`src/rtl/xxx_req_ctrl.sv`:
```
// Requesting end of the xxx enable/data-valid link: captures a frame from the producer, then drains it downstream.
// Optional capture timeout is built in when XXX_REQ_TIMEOUT_EN is defined.
module xxx_req_ctrl #(
  parameter int unsigned DATA_W  = 16,
  parameter int unsigned NUM_SMP = 8,
  parameter int unsigned GAP_CYC = 2,
  parameter int unsigned TMO_CYC = 64
) (
  input  logic              clk_cg_i,
  input  logic              rst_b_i,
  input  logic              start_i,
  output logic              xxx_en_o,
  input  logic              xxx_dt_valid_i,
  input  logic [DATA_W-1:0] xxx_dt_i,
  output logic [DATA_W-1:0] frm_dt_o,
  output logic              frm_valid_o,
  input  logic              frm_ready_i,
  output logic              frm_last_o,
  output logic              busy_o,
  output logic              tmo_o
);

  localparam int unsigned CW = $clog2(NUM_SMP);
  localparam int unsigned GW = $clog2(GAP_CYC + 2);
  localparam logic [CW-1:0] LAST_IDX = CW'(NUM_SMP - 1);

  if (NUM_SMP < 2 || TMO_CYC < 1) begin : g_param_chk
    $error("xxx_req_ctrl: NUM_SMP must be >= 2 and TMO_CYC >= 1");
  end

  typedef enum logic [2:0] {
    S_IDLE,
    S_REQ,
    S_CAPT,
    S_REL,
    S_DRAIN
  } state_t;

  state_t            state;
  logic [CW-1:0]     cnt;
  logic [CW-1:0]     rd;
  logic [CW-1:0]     rd_nxt;
  logic [GW-1:0]     gap_cnt;
  logic [DATA_W-1:0] smp_buf [NUM_SMP];
  logic              aborted;

`ifdef XXX_REQ_TIMEOUT_EN
  localparam int unsigned TW = $clog2(TMO_CYC + 1);
  logic [TW-1:0] tmo_cnt;
  logic          tmo_q;

  assign tmo_o   = tmo_q;
  assign aborted = tmo_q;
`else
  assign tmo_o   = 1'b0;
  assign aborted = 1'b0;
`endif

  assign rd_nxt = rd + 1'b1;

  always_ff @(posedge clk_cg_i or negedge rst_b_i) begin
    if (!rst_b_i) begin
      state       <= S_IDLE;
      cnt         <= '0;
      rd          <= '0;
      gap_cnt     <= '0;
      xxx_en_o    <= 1'b0;
      frm_valid_o <= 1'b0;
      frm_last_o  <= 1'b0;
      frm_dt_o    <= '0;
      busy_o      <= 1'b0;
      for (int unsigned i = 0; i < NUM_SMP; i++) smp_buf[i] <= '0;
`ifdef XXX_REQ_TIMEOUT_EN
      tmo_cnt     <= '0;
      tmo_q       <= 1'b0;
`endif
    end else begin
      case (state)
        S_IDLE: begin
          if (start_i) begin
            state    <= S_REQ;
            xxx_en_o <= 1'b1;
            busy_o   <= 1'b1;
            cnt      <= '0;
`ifdef XXX_REQ_TIMEOUT_EN
            tmo_q    <= 1'b0;
            tmo_cnt  <= '0;
`endif
          end
        end

        // REQ captures the first sample itself so CAPT always starts at index 1
        S_REQ, S_CAPT: begin
          if (xxx_dt_valid_i) begin
`ifdef XXX_REQ_TIMEOUT_EN
            tmo_cnt <= '0;
`endif
            if (state == S_REQ) begin
              smp_buf[0] <= xxx_dt_i;
              cnt        <= CW'(1);
              state      <= S_CAPT;
            end else begin
              smp_buf[cnt] <= xxx_dt_i;
              if (cnt == LAST_IDX) begin
                state    <= S_REL;
                xxx_en_o <= 1'b0;
                gap_cnt  <= '0;
              end else begin
                cnt <= cnt + 1'b1;
              end
            end
          end else begin
`ifdef XXX_REQ_TIMEOUT_EN
            if (tmo_cnt == TW'(TMO_CYC - 1)) begin
              tmo_q    <= 1'b1;
              state    <= S_REL;
              xxx_en_o <= 1'b0;
              gap_cnt  <= '0;
            end else begin
              tmo_cnt <= tmo_cnt + 1'b1;
            end
`endif
          end
        end

        S_REL: begin
          if (gap_cnt == GW'(GAP_CYC)) begin
            rd <= '0;
            if (aborted) begin
              state  <= S_IDLE;
              busy_o <= 1'b0;
            end else begin
              state       <= S_DRAIN;
              frm_valid_o <= 1'b1;
              frm_dt_o    <= smp_buf[0];
              frm_last_o  <= 1'b0;
            end
          end else begin
            gap_cnt <= gap_cnt + 1'b1;
          end
        end

        // frm_valid_o is always high here, so ready alone marks a transfer
        S_DRAIN: begin
          if (frm_ready_i) begin
            if (frm_last_o) begin
              state       <= S_IDLE;
              frm_valid_o <= 1'b0;
              frm_last_o  <= 1'b0;
              busy_o      <= 1'b0;
            end else begin
              rd         <= rd_nxt;
              frm_dt_o   <= smp_buf[rd_nxt];
              frm_last_o <= (rd_nxt == LAST_IDX);
            end
          end
        end

        default: state <= S_IDLE;
      endcase
    end
  end

endmodule

```
`config.mk`:
```
export PLATFORM = sky130hd
export DESIGN_NAME = xxx_req_ctrl
export DESIGN_NICKNAME = d
export VERILOG_FILES = /design/src/rtl/xxx_req_ctrl.sv
export SDC_FILE = /design/constraint.sdc
export NUM_CORES = 1
export LEC_CHECK = 0
export CAP_MARGIN = 20
export CORE_MARGIN = 3
export CORE_UTILIZATION = 45
export CTS_BUF_LIST = sky130_fd_sc_hd__clkbuf_16
export DETAILED_ROUTE_END_ITERATION = 10
export SLEW_MARGIN = 20
export SYNTH_ARGS = -nofsm -noshare
export SYNTH_HDL_FRONTEND = slang
export SYNTH_SLANG_ARGS = --single-unit
```
`constraint.sdc`:
```
create_clock -name clk_cg_i -period 3.23 [get_ports clk_cg_i]
set_clock_uncertainty 0.15 [all_clocks]
set_input_delay 0.8075 -clock clk_cg_i [delete_from_list [all_inputs] [get_ports clk_cg_i]]
set_output_delay 0.8075 -clock clk_cg_i [all_outputs]
set_load 0.005 [all_outputs]
```
==> impl_metrics.toml, run 1 <==
[drt]
vias = 4328
drtIter0Drc = 242
remaining_drc_errors = 0
wl_per_cell_um = 19.4
first_pass_iters = 4
viasPerCell = 5.61
final_antenna_net_count = 0
wl_mm = 15.0

[timing]
setup_viol = 0
post-route-period-util_pct = 75.9
whs_ns = 0.187
max_slew_margin_pct = 56.0
worst_pin_slew_ns = 0.661
fmaxAchievable_mhz = 408
final_hold_viol_count = 0
period_minus_slack_ns = 2.45
finalSetupTns_ns = 0
rsz0062_at_grt = "no"
drv_slew = 0

[outcome]
outcome = "complete, no violations"

[global_route]
grt_pass1_wl_mm = 24.7
antenna_found_initial = 0
overflow = 0
grt_start_max_net_pins = 57
grtUsageTotal_pct = 17.7
grt_pass1_vias = 4512

[synthesis]
yosysSeqAreaShare_pct = 52.8
ys_ff_latch = 159
ys_types = 46
synth_area_um2 = 7540
yosysWarnings = 0
synthCells = 500
synth_nets = 526
synth_area_per_cell_um2 = 15.1

[clock_network]
cts_setup_buffers = 0
cts_buffers = 17
post_cts_resized = 0
path_clk_slew_ns = 0.06
h-tree-depth = 4
root_buffer = "clkbuf_16"
cts.sinks = 159
post_cts_hold_buffer_count = 0
cts_tree = "yes"
clk_latency_ns = 0.43
cts.path.max_buffers = 2

[layout]
drive_gt1_share_pct = 41.1
nFillCells = 1335
regArea_um2 = 3980
multiInputGateArea_um2 = 3300
diodes = 0
stdcell_count = 771
num-nets-final = 568
area_growth_pct = 16.6

[power]
ir_worst_vdd_mv = 0.449
leakagePower_uw = 0.00414
power_density_nw_per_um2 = 906

[setup_path]
path_cells = "nor3b_4 -> and3_1 -> nand3_4 -> mux2_4"
endpoint_kind = "flop"
r2r-end = "smp_buf[65]"
cp_num_buf_inv = 0
cpPeakStageDelay_ns = 0.60
crit_arrival_ns = 2.61
worstPathRequired_ns = 3.39
r2r_start = "state[1]"
rrSetupSlack_ns = 0.78
r2r_cells = 4
slowest_stage = "dfrtp_1"
critical_path.max_fanout = 16
cp_top_family = "simple AND/OR/NAND/NOR gates"
start_kind = "flop"
cp.depth = 4
criticalPathCategory = "flop to flop"

[place]
routabilityCongestion = 0.742
dp_cells = 739
numPortBuffers = 40
dp_hpwl_mm = 9.22

[floorplan]
die_h_um = 135
die_w_um = 135
rows = 46
ios = 42
die_area_um2 = 18300
core_um2 = 16100
start_util_pct = 46.8

[hold_path]
hp-class = "input port to asynchronous set/reset pin"

[run]
drv_cap = 0
==> worst reg2reg max path, stage by stage, from the launching register on <==
cell and delay (ns):
dfrtp_1 0.60, nor3b_4 0.38, and3_1 0.45, nand3_4 0.35
mux2_4 0.41
==> report_power, final <==
group	switching (uW)	internal, uW	total (uW)	leakage, uW
Clock	811	1370	2180	0.000307
Sequential	449	2720	3170	0.00206
Combinational	1050	1560	2610	0.00177
==> cell usage after synthesis, drive strengths merged <==
cell	instances	area (um2)
dfrtp	159	3980
mux2	130	1520
mux4	33	743
buf	27	214
nor2	21	78.8
mux2i	18	180
a21o	16	120
a211oi	15	113
nand2	9	33.8
a21oi	8	40.0
inv	8	30.0
clkbuf	7	27.5
nand3	7	85.1
o21ai	7	35.0
ha	5	62.6
nor3	4	41.3
nor3b	4	41.3
o31ai	3	22.5
a22o	2	17.5
a31oi	2	18.8
nand2b	2	12.5
nand3b	2	27.5
a311oi	1	8.76
and3	1	6.26
and4b	1	10.0
conb	1	3.75
nand4	1	6.26
nand4b	1	8.76
nor2b	1	6.26
nor4bb	1	10.0
o31a	1	8.76
or2	1	6.26
xnor2	1	16.3
==> registers in the layout, indices dropped and copies added (netlist names) <==
register and cells:
busy_o 1, cnt 3, frm_dt_o 16, frm_last_o 1, frm_valid_o 1, gap_cnt 2
rd 3, smp_buf 128, state 3, xxx_en_o 1
==> placed cells by master (no fill, tap or decap), drive strengths merged, types with 7 or more instances in the layout <==
cell type,instances
nand2,9
mux4,33
dfrtp,159
a21oi,8
mux2,130
a211oi,15
mux2i,18
nand3,7
buf,18
nor2,21
inv,9
a21o,16
clkbuf,17
clkdlybuf4s50,39
o21ai,7
==> routing by layer <==
| layer | vias to the layer above | wire [um] | track usage [%] |
|---|---|---|---|
| met5 | - | 0 | 0 |
| met1 | 2299 | 7010 | 24.3 |
| met3 | 17 | 403 | 3.57 |
| met2 | 56 | 7320 | 28.3 |
| li1 | 1956 | - | - |
| met4 | 0 | 235 | 6.27 |
==> cells by family after synthesis <==
family / after synthesis / synth area share, %
simple gates: 56 / 4.96
buf+inv: 42 / 3.60
xor+xnor: 1 / 0.216
flops: 159 / 52.8
other cells: 1 / 0.0497
compound gates: 55 / 5.10
mux: 181 / 32.5
fa+ha+maj: 5 / 0.830
==> worst max path at each step <==
stage / from / end / slack (ns)
final: state[1] / smp_buf[65] / 0.78
after CTS: state[1] / smp_buf[65] / 0.74
after floorplan: rd[0] / frm_dt_o[10] / 0.63
after detailed placement: xxx_dt_valid_i / smp_buf[65] / 0.46
after global placement: xxx_dt_valid_i / smp_buf[79] / 0.50
after global routing: state[1] / smp_buf[65] / 0.64
==> per-stage QoR <==
step	instance area [um2]	setup slack [ns]	util [%]	power, uW
after floorplan	7540	0.627	-	5150
after global placement	8150	0.496	50.6	5750
after detailed placement	8150	0.464	50.6	5860
after CTS	8790	0.743	54.6	8070
after global routing	8790	0.635	54.6	8420
final	8790	0.777	54.6	7960
==> cell type report <==
type	instances	share of cell area [%]
sequential	159	45.3
multi-input combinational	299	37.6
timing repair buffer	57	6.45
clock buffer	17	4.84
tap	216	3.07
clock inverter	15	2.48
inverter	8	0.342
Power figures use the tool's default switching activity.
==> run 2, diff against run 1 <==
==> constraint.sdc (replaced) <==
create_clock -name clk_cg_i -period 2.6 [get_ports clk_cg_i]
set_clock_uncertainty 0.15 [all_clocks]
set_input_delay 0.65 -clock clk_cg_i [delete_from_list [all_inputs] [get_ports clk_cg_i]]
set_output_delay 0.65 -clock clk_cg_i [all_outputs]
set_load 0.005 [all_outputs]
==> impl_metrics.toml, run 2 (synthesized netlist as in run 1, its figures left out) <==
[power]
switchingPower_uw = 2810
p_int_uw = 7000
leakagePower_uw = 0.00419
power.clock.fraction_pct = 25.3
power_density_nw_per_um2 = 1110
ir_worst_vdd_mv = 0.593
swShare_pct = 28.7
power_uw = 9820
seq_power_share_pct = 40.1
pwr-share-comb_pct = 34.6

[layout]
largestRegisters = "smp_buf x128, frm_dt_o x16"
diodes = 0
num-nets-final = 577
area_growth_pct = 17.7
regMostFlops = "smp_buf"
final_util_pct = 55.0
stdcell_count = 776
final_common_cell = "dfrtp_1"
largest_reg_flops = 128
final_cell_mix = "158 x dfrtp_1, 114 x mux2_2, 39 x clkdlybuf4s50_1, 33 x mux4_2, 21 x nor2_1"
drive_gt1_share_pct = 41.1

[clock_network]
cts_buffers = 17
cts.sinks = 159
path_clk_slew_ns = 0.06
post_cts_resized = 0
cts_tree = "yes"
post_cts_hold_buffer_count = 0
root_buffer = "clkbuf_16"
h-tree-depth = 4
cts.path.max_buffers = 2
cts_setup_buffers = 0
clk_latency_ns = 0.42

[setup_path]
endpoint_kind = "flop"
start_kind = "flop"
slowest_stage = "mux4_2"
cpPeakStageDelay_ns = 0.55
rrSetupSlack_ns = 0.44
critical_path.max_fanout = 32
crit_arrival_ns = 2.30
crit_start = "rd[0]"
path_cells = "inv_1 -> ha_1 -> buf_12 -> mux4_2 -> mux2i_1 -> o21ai_0"
criticalPathCategory = "flop to flop"
worstPathRequired_ns = 2.74
r2r-end = "frm_dt_o[8]"
r2r_start = "rd[0]"
r2r_cells = 6

[global_route]
grt_pass1_wl_mm = 24.8
grtUsageTotal_pct = 17.6
antenna_found_initial = 0
grt_pass1_vias = 4593
overflow = 0
grt_start_max_net_pins = 47

[drt]
final_antenna_net_count = 0
viasPerCell = 5.51
wl_mm = 14.9
drtIter0Drc = 206
wl_per_cell_um = 19.3
remaining_drc_errors = 0
first_pass_iters = 4
vias = 4276

[floorplan]
rows = 46
core_um2 = 16100
die_w_um = 135
start_util_pct = 46.8
die_area_um2 = 18300
ios = 42
die_h_um = 135

[hold_path]
hp-class = "input port to asynchronous set/reset pin"

[run]
drv_cap = 0

[timing]
finalSetupTns_ns = 0
drv_slew = 0
post-route-period-util_pct = 83.1
final_hold_viol_count = 0
rsz0062_at_grt = "no"
setup_viol = 0
period_minus_slack_ns = 2.16
max_slew_margin_pct = 66.8
fmaxAchievable_mhz = 463
worst_pin_slew_ns = 0.496

[place]
dp_hpwl_mm = 9.49
dp_cells = 748
routabilityCongestion = 0.737
numPortBuffers = 40

[outcome]
outcome = "complete, no violations"
-- run 2: changes by cell type in the layout (fill, tap and decap cells not counted), sizes merged --
cell      change
clkinv        -2
bufinv        -1
clkinvlp      -2
inv           +1
buf           +9
-- run 2: how the worst max path moves through the flow --
stage,to
after CTS,frm_dt_o[15]
after detailed placement,smp_buf[36]
after global routing,smp_buf[38]
final,frm_dt_o[8]
after floorplan,frm_dt_o[10]
after global placement,smp_buf[9]
-- run 2: critical path, delay by kind of cell (launching register included) --
| family | cells | cell delay (ns) |
|---|---|---|
| compound gates | 1 | 0.10 |
| fa+ha+maj | 1 | 0.34 |
| buf+inv | 2 | 0.33 |
| flops | 1 | 0.40 |
| mux | 2 | 0.70 |
-- run 2: final cells by class --
cell class	count	area [um2]
Tap cell	216	270
Multi-Input combinational cell	299	3300
Clock inverter	11	153
Fill cell	1308	7250
Sequential cell	159	3980
Timing Repair Buffer	66	709
Inverter	8	30.0
Clock buffer	17	425
-- run 2: metrics by stage --
step                setup slack (ns)  area, um2  hold slack [ns]
floorplan                   -0.00288       7540            0.204
global placement              0.0592       8290            0.310
detailed placement            0.0384       8290            0.316
CTS                            0.424       8870          0.00990
global route                   0.339       8870           0.0221
finish                         0.439       8870         0.000952
-- run 2: power by group through the flow --
| stage | combinational (uW) | sequential [uW] | clock [uW] |
|---|---|---|---|
| 6_report | 3390 | 3940 | 2480 |
| 2_1_floorplan | 2630 | 3770 | 0 |
| 4_1_cts | 3450 | 3940 | 2540 |
| 3_5_place_dp | 3440 | 3980 | 0 |
| 5_1_grt | 3700 | 4060 | 2640 |
| 3_3_place_gp | 3360 | 3920 | 0 |
-- run 2: layer usage --
metal | part of all wire (%) | vias up | routed length [um] | GRT usage [%]
met5 | 0 | - | 0 | 0
met4 | 1.5 | 0 | 228 | 5.77
met3 | 2.7 | 19 | 399 | 3.60
met2 | 49 | 56 | 7310 | 28.6
met1 | 47 | 2244 | 7010 | 23.9
li1 | - | 1957 | - | -
==> patch: new RTL, config.mk and constraints of run 1 <==
Reset style: synchronous (`rst_b_i`), changed in one clocked block.
--- a/src/rtl/xxx_req_ctrl.sv
+++ b/src/rtl/xxx_req_ctrl.sv
@@ -60,3 +60,3 @@
 
-  always_ff @(posedge clk_cg_i or negedge rst_b_i) begin
+  always_ff @(posedge clk_cg_i) begin
     if (!rst_b_i) begin
Formal check against the unedited RTL: differs if rst_b_i is asserted again (counterexample within 4 cycles, from zero or initial values and one cycle with rst_b_i low); with rst_b_i held inactive, the same outputs for 10 cycles.
==> patch against run 1 <==
Design area is 1.7% lower. Via count down 2.8%. Non-clock buffer count rose by 9. Sequential cell count unchanged. Area after synthesis decreased by 1.7%. Maximum frequency shrank 5.0%. Routed wire length is 5.8% higher. Setup slack worse by 130 ps. Critical path type is now flip-flop to output pin.
Power is not compared: it rests on default switching activity, and its combinational part moved more than twofold at a synthesized area within 25%.
==> patch: results (changes against run 1) <==
routing:
  drtIter0Drc: 330  # +36%
  dr.pass1.iters: 5  # +1
  vias_per_cell: 5.48  # -2.4%
  wire_per_inst_um: 20.6  # +6.2%
clock_tree:
  clk_latency_ps: 410  # -20 ps
setup_path:
  cp-endpoint: "frm_last_o"
  r2r_setup_slack_ps: 810  # +30 ps
  crit_family: "flip-flops"
  slowest_stage: "dfxtp_1"
  r2r_cells: 6  # +2
  critPathLaunch: "frm_last_o$_SDFFE_PN0P_"
  cp_max_fo: 9  # -7
  critPathArrivalTime_ps: 1620  # -990 ps
  r2r_end: "frm_dt_o[0]$_SDFFE_PN0P_"
cells_and_area:
  stdcell_count: 768  # -0.39%
  drive_gt1_share_pct: 17.6  # -24 points
  multi_input_area_mm2: 0.00266  # -19%
  nets: 565  # -0.53%
  fillers: 1346  # +0.82%
  antennaDiodeCount: 0  # unchanged
placement:
  pre_cts_slack_ps: 391  # -73.0 ps
  place.gp.congestion: 0.770  # +3.8%
  post-place-cells: 736  # -0.41%
  dpl_cell_area_mm2: 0.00803  # -1.5%
  dp_hpwl_um: 10400  # +12%
pwr:
  p_leak_nw: 3.20
synthesis:
  synth_common_cells: "and2_1, edfxtp_1, dfxtp_1, mux4_2"
  avgSynthCellArea_um2: 15.2  # +0.95%
  synth_fp_nets: 513  # -2.5%
  async_flop_share_pct: 0  # -100 points
  synth_fa_ha_area_share_pct: 0.844  # +0.014 points
  synth.area.top_cells: "edfxtp_1, and2_1, dfxtp_1"
  synth_edf_count: 128  # +128
  synth-compound-area-share_pct: 6.36  # +1.3 points
  synth_xor_area_share_pct: 0.118  # -0.098 points
  synth-seq-area-share_pct: 60.2  # +7.4 points
  synth_cell_types: 55  # +20%
min_path:
  hp-class: "flip-flop to flip-flop"
timing:
  max_slew_margin_pct: 53.4  # -2.5 points
  finalCriticalPeriod_ps: 2580  # +128 ps
grt:
  grt_pass1_vias: 4301  # -4.7%
  grt_max_degree: 34  # -40%
  grt_pass1_wl_um: 25100  # +1.6%
  grt_use_total_pct: 18.6  # +0.86 points
outcome:
  status: "finished clean"
-- patch: routing by layer --
layer	routed length (µm)	vias up	share of wire (%)	global-route usage, %
met3	711	9	4.5	3.19
met5	0	-	0	0
met4	110	0	0.69	5.20
li1	-	1955	-	-
met2	7710	101	49	30.1
met1	7310	2142	46	26.0
-- patch: worst min-delay path by stage --
stage	slack (ps)	startpoint	endpoint
3_5_place_dp	310	busy_o$_SDFFE_PN0P_	busy_o$_SDFFE_PN0P_
4_1_cts	320	frm_valid_o$_SDFFE_PN0P_	frm_valid_o$_SDFFE_PN0P_
2_1_floorplan	300	frm_valid_o$_SDFFE_PN0P_	frm_valid_o$_SDFFE_PN0P_
6_report	310	frm_valid_o$_SDFFE_PN0P_	frm_valid_o$_SDFFE_PN0P_
3_3_place_gp	310	busy_o$_SDFFE_PN0P_	busy_o$_SDFFE_PN0P_
5_1_grt	350	frm_valid_o$_SDFFE_PN0P_	frm_valid_o$_SDFFE_PN0P_
-- patch: area by class of cell --
cell class / instances / share of cell area [%]
clock buffers: 17 / 4.92
clock inverters: 15 / 2.24
inverters: 10 / 0.434
multi-input cells: 285 / 30.7
flip-flops and latches: 159 / 51.6
well taps: 216 / 3.13
repair buffers: 66 / 6.89
-- patch: power groups by stage --
stage	clock network, W	logic (W)	registers, W
final	0.00209	0.000352	0.00240
after global routing	0.00221	0.000385	0.00242
after CTS	0.00212	0.000358	0.00240
after detailed placement	0	0.000357	0.00245
after global placement	0	0.000348	0.00244
after floorplan	0	0.000237	0.00241
